### config.mk
export PLATFORM = sky130hd
export DESIGN_NAME = rom_rd_arbiter
export DESIGN_NICKNAME = d
export VERILOG_FILES = /design/src/rtl/rom_arb_pkg.sv /design/src/rtl/rr_pick.sv /design/src/rtl/rom_rd_arbiter.sv
export SDC_FILE = /design/constraint.sdc
export NUM_CORES = 1
export LEC_CHECK = 0
export BUFFER_PORTS_ARGS = -buffer_cell sky130_fd_sc_hd__buf_2
export CAP_MARGIN = 25
export CORE_AREA = 2 2 81 83
export CTS_BUF_LIST = sky130_fd_sc_hd__clkbuf_4 sky130_fd_sc_hd__clkbuf_8
export DETAILED_ROUTE_END_ITERATION = 8
export DIE_AREA = 0 0 83 85
export HOLD_SLACK_MARGIN = 0.12
export SETUP_SLACK_MARGIN = 0.02
export SLEW_MARGIN = 20
export SYNTH_ARGS = -nofsm -noshare
export SYNTH_HDL_FRONTEND = slang
export SYNTH_SLANG_ARGS = --single-unit
### constraint.sdc
create_clock -name clk -period 3.86 [get_ports clk]
set_clock_uncertainty 0.05 [all_clocks]
set_input_delay 0.386 -clock clk [delete_from_list [all_inputs] [get_ports clk]]
set_output_delay 0.386 -clock clk [all_outputs]
set_load 0.01 [all_outputs]
### src/rtl/rom_arb_pkg.sv
// Shared types and default parameters for the ROM read arbiter.
package rom_arb_pkg;

  localparam int unsigned NREQ_DEF  = 4;
  localparam int unsigned DEPTH_DEF = 8;
  localparam int unsigned DW_DEF    = 4;
  localparam int unsigned STEP_DEF  = 2;

  typedef enum logic {
    INIT = 1'b0,
    RUN  = 1'b1
  } state_e;

endpackage

### src/rtl/rr_pick.sv
// Round-robin picker: first set request at or above the pointer, wrapping modulo NREQ.
module rr_pick #(
  parameter int unsigned NREQ = 4,
  parameter int unsigned IW   = $clog2(NREQ)
) (
  input  logic [NREQ-1:0] i_req,
  input  logic [IW-1:0]   i_ptr,
  output logic [NREQ-1:0] o_pick_c,
  output logic [IW-1:0]   o_idx_c,
  output logic            o_any_c
);

  int unsigned w_slot;

  always_comb begin
    o_pick_c = '0;
    o_idx_c  = '0;
    o_any_c  = 1'b0;
    w_slot   = 0;
    for (int unsigned off = 0; off < NREQ; off++) begin
      w_slot = (32'(i_ptr) + off) % NREQ;
      if (!o_any_c && i_req[w_slot]) begin
        o_pick_c[w_slot] = 1'b1;
        o_idx_c          = IW'(w_slot);
        o_any_c          = 1'b1;
      end
    end
  end

endmodule

### src/rtl/rom_rd_arbiter.sv
// Round-robin arbiter in front of a self-initialising lookup table; one read per cycle.
module rom_rd_arbiter
  import rom_arb_pkg::*;
#(
  parameter int unsigned NREQ  = NREQ_DEF,
  parameter int unsigned DEPTH = DEPTH_DEF,
  parameter int unsigned DW    = DW_DEF,
  parameter int unsigned STEP  = STEP_DEF,
  localparam int unsigned AW   = $clog2(DEPTH),
  localparam int unsigned IW   = $clog2(NREQ)
) (
  input  logic               clk,
  input  logic               rst_n,
  input  logic               reinit,
  input  logic [NREQ-1:0]    req,
  input  logic [NREQ*AW-1:0] addr,
  output logic [NREQ-1:0]    gnt,
  output logic               rsp_valid,
  output logic [IW-1:0]      rsp_id,
  output logic [DW-1:0]      rsp_data,
  output logic               init_done
);

  state_e          r_state;
  state_e          w_state_nxt;
  logic [AW-1:0]   r_cnt;
  logic [AW-1:0]   w_cnt_nxt;
  logic [IW-1:0]   r_ptr;
  logic [NREQ-1:0] r_gnt;
  logic            r_rsp_valid;
  logic [IW-1:0]   r_rsp_id;
  logic [DW-1:0]   r_rsp_data;
  logic            r_init_done;
  logic            w_init_done_nxt;
  logic            w_tbl_we;
  logic            w_grant_en;
  logic            w_last;
  logic [NREQ-1:0] w_pick;
  logic [IW-1:0]   w_idx;
  logic            w_any;
  logic [AW-1:0]   w_sel_addr;
  logic [DW-1:0]   w_rd_data;
  logic [DW-1:0]   w_init_val;

  logic [DW-1:0]   r_table [DEPTH];

  rr_pick #(.NREQ(NREQ), .IW(IW)) u_pick (
    .i_req    (req),
    .i_ptr    (r_ptr),
    .o_pick_c (w_pick),
    .o_idx_c  (w_idx),
    .o_any_c  (w_any)
  );

  assign w_last     = (r_cnt == AW'(DEPTH - 1));
  assign w_init_val = DW'(32'(r_cnt) * STEP);
  assign w_sel_addr = addr[32'(w_idx)*AW +: AW];

  // Addresses beyond the populated range read as zero.
  always_comb begin
    w_rd_data = '0;
    if (32'(w_sel_addr) < DEPTH) w_rd_data = r_table[w_sel_addr];
  end

  always_ff @(posedge clk or negedge rst_n) begin
    if (!rst_n) r_state <= INIT;
    else        r_state <= w_state_nxt;
  end

  always_comb begin
    w_state_nxt = r_state;
    case (r_state)
      INIT:    if (w_last) w_state_nxt = RUN;
      RUN:     if (reinit) w_state_nxt = INIT;
      default: w_state_nxt = INIT;
    endcase
  end

  always_comb begin
    w_tbl_we        = 1'b0;
    w_grant_en      = 1'b0;
    w_cnt_nxt       = r_cnt;
    w_init_done_nxt = r_init_done;
    case (r_state)
      INIT: begin
        w_tbl_we  = 1'b1;
        w_cnt_nxt = w_last ? '0 : r_cnt + AW'(1);
        if (w_last) w_init_done_nxt = 1'b1;
      end
      RUN: begin
        if (reinit) begin
          w_cnt_nxt       = '0;
          w_init_done_nxt = 1'b0;
        end else begin
          w_grant_en = 1'b1;
        end
      end
      default: ;
    endcase
  end

  // Table storage carries no reset; contents are only valid once INIT completes.
  always_ff @(posedge clk) begin
    if (w_tbl_we) r_table[r_cnt] <= w_init_val;
  end

  always_ff @(posedge clk or negedge rst_n) begin
    if (!rst_n) begin
      r_cnt       <= '0;
      r_ptr       <= '0;
      r_gnt       <= '0;
      r_rsp_valid <= 1'b0;
      r_rsp_id    <= '0;
      r_rsp_data  <= '0;
      r_init_done <= 1'b0;
    end else begin
      r_cnt       <= w_cnt_nxt;
      r_init_done <= w_init_done_nxt;
      r_gnt       <= w_grant_en ? w_pick : '0;
      r_rsp_valid <= w_grant_en & w_any;
      if (w_grant_en && w_any) begin
        r_rsp_id   <= w_idx;
        r_rsp_data <= w_rd_data;
        r_ptr      <= (w_idx == IW'(NREQ - 1)) ? '0 : w_idx + IW'(1);
      end
    end
  end

  assign gnt       = r_gnt;
  assign rsp_valid = r_rsp_valid;
  assign rsp_id    = r_rsp_id;
  assign rsp_data  = r_rsp_data;
  assign init_done = r_init_done;

endmodule

### Word-level counts from Yosys, hierarchy flattened

Memory sizes are Yosys's and may differ from the RTL's. A register that Yosys moved wholly into a read port is not among the register bits.
Cells that the tools add are included.

* RAM bits: 24
* register bits: 18
* output and inout port bits: 12
* input bits: 19
* memories: 1
* logic and storage cells: 87

* magnitude comparators: 8
* multipliers: 1
* $add $sub $neg: 5
* mux-type cells: 41
* shift-type cells: 1
* reductions and logical operators: 13
* equal/unequal tests: 4
* bitwise logic cells: 5

Memories
* r_table: words 8, width 3, read ports 1, clocked after memory_dff 1, wr ports 1, RTL line rom_rd_arbiter.sv:45 `logic [DW-1:0] r_table [DEPTH];`

Operators by type and width (number)
* 4-bit two-way mux: 5
* 1-bit two-way mux: 18
* 2-bit by 3-bit < comparator with 1-bit output (second input constant): 4
* 4-bit OR: 3
* 12-bit by 5-bit variable part select with 3-bit output: 1
* 2-bit two-way mux: 5
* 1-bit binary-select mux with 2-bit select: 4
* 1-bit demux with 2-bit select: 4
* 2-bit by 1-bit >= comparator with 1-bit output (second input constant): 4
* 1-bit logical AND: 8
* 3-bit two-way mux: 2
* 3-bit case mux with 2 select lines: 1
* 2-bit by 1-bit adder with 2-bit output (second input constant): 2
* 2-bit adder (second input constant): 2
* 1-bit zero test: 4
* 2-bit by 2-bit multiplier with 4-bit output (second input constant): 1
* 2-bit inequality test (second input constant): 2
* 1-bit case mux with 2 select lines: 2
* 3-bit by 1-bit adder with 3-bit output (second input constant): 1
* 3-bit == test (second input constant): 1
* 2-bit == test (second input constant): 1
* 2-bit AND reduction: 1
* 1-bit AND: 1
* 1-bit NOT: 1

### Longest topological paths before layout

* word-level depth: 14
* mapped depth: 12
* depth with buffers taken out: 11

### By module

Synthesis repeated with hierarchy kept, for this count alone.

* cell total of the unflattened synthesis: 165
* area total of the unflattened synthesis: 2130.8 µm²

Modules (own cells, without submodules)
* rom_rd_arbiter: seq. area each 1146.1 µm², area an instance 1711.6 µm², cells an instance 120, times used 1
* rr_pick: seq. area each 0.0 µm², area an instance 419.2 µm², cells an instance 45, times used 1

### Worst setup path after synthesis

OpenSTA, ideal clock, no wires.

* path type: register -> register
* from: register r_ptr[0]
* to: register r_rsp_data[1], in the netlist rsp_data[1], read port of r_table
* arrival: 3.075 ns
* required time: 3.677 ns
* path slack: 0.602 ns
* clock period less this slack: 3.258 ns
* setup time: 0.133 ns
* path buffers: 1
* cell stages (with the launch flop): 13
* path through: dfrtp_1 > buf_6 > inv_1 > ha_1 > mux4_2 > or3_4 > nor2b_4 > o41a_4 > o211ai_4 > nand2_4 > mux2_1 > o211ai_1 > o211ai_1

* word-level cells in the longest chain between the ends: 14
* elaborated cells between the ends (all ways): 28
* those cells by class: add/sub: 3; mul: 1; shift: 1; mux: 16; reduce/logical: 7

RTL lines
* from (decl): RTL line rom_rd_arbiter.sv:28 `logic [IW-1:0] r_ptr;`
* from (signal assigned): RTL line rom_rd_arbiter.sv:124 `r_ptr <= (w_idx == IW'(NREQ - 1)) ? '0 : w_idx + IW'(1);`
* parallel branches: the longest is 14 deep, another holds 2-bit by 2-bit multiplier with 4-bit output
* to (decl): RTL line rom_rd_arbiter.sv:32 `logic [DW-1:0] r_rsp_data;`

Several ways; the timed one is not identified. The select of a mux whose other input is x is not followed.
A chain may end at the register's enable or synchronous reset.

### Worst setup path in the final report

* from: register r_ptr[0]
* to: register r_rsp_data[2], in the netlist rsp_data[2], read port of r_table

Same word-level chain as after synthesis.

==> metrics.csv <==
metric;value;unit
Top cell by count, worst path;o211ai_1;
EDFF count, synth;24;
status;complete, no violations;
n_diodes;0;
# DRC;0;
cell breakdown of the critical path;inv_1 > ha_1 > mux4_2 > or3_4 > nor2b_4 > o41a_4 > o211ai_4 > nand2_4 > mux2_1 > o211ai_1 > o211ai_1;
CP peak stage delay;0.54;ns
r2r worst-path depth;11;
CORE AREA;0.006205;sq mm
via count;1679;
final setup vio count;0;
Post-Route WL;4.702;mm
Placer Congestion;0.8267;
slack of the worst reg-to-reg path;0.34;ns
Ports;31;
Post-Syn Area per Cell;11.97;sq um
Async S/R FF share, synth;41.46;%
Core Rows;29;
worst ir drop on vdd;0.0004717;V
fin nets;261;
Root Driver;clkbuf_8;
Hold Worst Slack;0.2630;ns
fin crit share;91.29;%
Adder-Cell Fraction of Synth Area;4.727;%
CP Max Fanout;8;
#FFs+latches synth;41;
critical path endpoint;rsp_data[2]$_DFFE_PN0P_;
pre-CTS WS;0.2925;ns
clk_lat worst skew;0.30;ns
post-synth top area share;30.25;%
die height;85;microns
Reg clk slew, reported paths;0.08;ns
first-pass GRT wire length;8.073;mm
most numerous cell in the Yosys netlist;edfxtp_1;
Critical Path AT;3.65;ns
total of max-cap violations;0;
largest family of logic cells by synthesized area;compound AO/OA/AOI/OAI gates;
Min Clock Period, post-route;3.524;ns
die area;0.007055;sq mm
class of the worst hold path;in -> reg;
reg2reg start;r_ptr[0]$_DFFE_PN0P_;
XOR/XNOR share of the synthesized area;1.103;%
initial cell density of the core;38.39;%
vias in the first global route;1699;
Power Total;2609;uW
final hold vios;0;
GR Util met2;23.83;%
met1 usage;18.27;%
H-tree lvl count;2;
Worst R2R End;rsp_data[2]$_DFFE_PN0P_;
Max Fclk;0.2838;GHz
global routing's busiest layer;met2;
startpoint types;flip-flop;
mux share of post-synthesis cell area;11.19;%
CTS Buf Count;5;
CP max-delay cell;dfrtp_1;
CTS Buffer Depth;2;
Worst-Margin Slew;0.6955;ns
post-synthesis sequential area ratio;48.11;%
Fin Setup TNS;0;ns
yosys synthesis warning count;0;
DRT iter0 DRCs;58;
PwrDens;954.9;mW/mm^2
worst rel slew slack;53.15;%
vias per cell;5.399;
RSZ-0062 raised after global routing;no;
critical path endpoint category;flip-flop;
main area contributors after synthesis;edfxtp_1, dfrtp_1, ha_1, mux2i_1, mux4_2;
WL/cell;15.12;microns
area delta synth->final;14.71;%
GR Util All Layers;14.11;%
worst setup path start;r_ptr[0]$_DFFE_PN0P_;
worst path buffer plus inverter count;1;
initial antenna violation count;0;
Commonest cells post-synth;edfxtp_1, nor2_1, dfrtp_1, nand2_1, inv_1;
layout cells sized above 1;27.35;%
Antenna Violating Nets Remaining;0;
Mapped Cells;199;
worst setup margin;0.3363;ns
largest net degree at the start of global routing;18;
CTS tree;built;
grt total ovfl;0;
top_reg_cell synth;edfxtp_1;
final slew viol count;0;
WP depth;11;
CTS Sinks;41;
Crit path max-delay family;multiplexers;
simple-gate area share of the yosys netlist;12.82;%
Unique masters post-synth;47;
Critical Path RT;3.99;ns
Compound-Gate Fraction of Synth Area;18.22;%
dpl hpwl;3.490;mm
DRT Pass-1 Iters;4;
DIE WIDTH;83;microns
Leakage;0.001128;uW
Setup CP Type;reg -> reg;
input/output buffers;29;
met3 usage in global routing;1.556;%
Synth area leader;edfxtp_1;
Post-Syn Nets;227;
mapped cell area;0.002382;sq mm
==> logic make-up (layout without fill, tap and decap cells) <==
| kind of cell | count (synthesis) | after routing |
|---|---|---|
| adders and majority gates | 9 | 9 |
| muxes | 20 | 20 |
| buffers and inverters | 18 | 53 |
| other | 1 | 1 |
| AOI/OAI and AO/OA | 49 | 49 |
| and+or+nand+nor | 58 | 58 |
| DFF | 41 | 41 |
| xor gates and xnor gates | 3 | 3 |
==> final cells by class <==
cell class                 instances  area [sq um]
timing repair buffer              33         177.7
clock inverter                     3         46.29
multi-input combinational        140          1152
sequential                        41          1146
clock buffer                       5         68.82
inverter                          12         45.04
tap                               77         96.34
fill                             567          3472
==> flip-flops by register name, summed over array words and instances (netlist names) <==
| name | flops |
|---|---|
| rsp_id | 2 |
| r_cnt | 3 |
| rsp_data | 3 |
| r_table | 24 |
| r_state | 1 |
| gnt | 4 |
| init_done | 1 |
| r_ptr | 2 |
| rsp_valid | 1 |
==> worst min-delay path by stage <==
stage	from	end	slack, ns	cells past startpoint
global route	reinit	r_state$_DFF_PN0_	0.27	2
CTS	reinit	r_state$_DFF_PN0_	0.26	2
floorplan	rst_n	gnt[0]$_DFF_PN0_	0.04	0
detailed placement	rst_n	init_done$_DFFE_PN0P_	0.30	1
global placement	rst_n	gnt[0]$_DFF_PN0_	0.30	1
finish	reinit	r_state$_DFF_PN0_	0.26	2
==> power by group <==
group,internal [uW],switching [uW]
registers,645,129
clock network,193,155
logic,664,824
==> stage by stage <==
stage | cells | area (sq um) | utilization, %
3_3_place_gp | 302 | 2604 | 41.96
6_report | 311 | 2733 | 44.04
2_1_floorplan | 199 | 2382 | -
3_5_place_dp | 302 | 2604 | 41.96
4_1_cts | 311 | 2729 | 43.98
5_1_grt | 311 | 2733 | 44.04
==> worst register-to-register path, cell delays in order, from the launching register on <==
cell	delay [ns]
dfrtp_1	0.54
inv_1	0.20
ha_1	0.43
mux4_2	0.43
or3_4	0.38
nor2b_4	0.22
o41a_4	0.26
o211ai_4	0.12
nand2_4	0.16
mux2_1	0.33
o211ai_1	0.17
o211ai_1	0.11
==> layer usage <==
layer | share of wire, % | vias to the layer above | routed length, microns
met3 | 3.4 | 7 | 160
met4 | 1.9 | 0 | 87
met1 | 46 | 806 | 2156
li1 | - | 815 | -
met2 | 49 | 51 | 2297
met5 | 0 | - | 0
==> what timing repair did <==
item,in CTS,in global routing
setup buffers,0,0
hold buffers,1,0
endpoints found under the hold margin,17,0
gates resized for setup,0,1
setup endpoints to repair,0,3
==> placed cells by master, fill, tap and decap left out, types with 2 or more instances in the layout <==
master / instances
ha_1: 9
o21ai_0: 11
o211a_4: 2
mux2_4: 2
nand2b_1: 6
mux2_2: 3
a221oi_1: 4
mux2i_1: 8
dfrtp_1: 17
edfxtp_1: 24
a21oi_1: 4
buf_4: 3
nand3_1: 8
o211ai_1: 9
mux2_1: 2
xnor2_1: 3
nor3_1: 4
o22ai_1: 2
nand2_1: 13
a22oi_1: 4
mux4_2: 4
o211a_1: 2
buf_2: 29
inv_1: 12
clkbuf_8: 5
nor2_1: 18
o211ai_4: 2
Power figures use the tool's default switching activity.
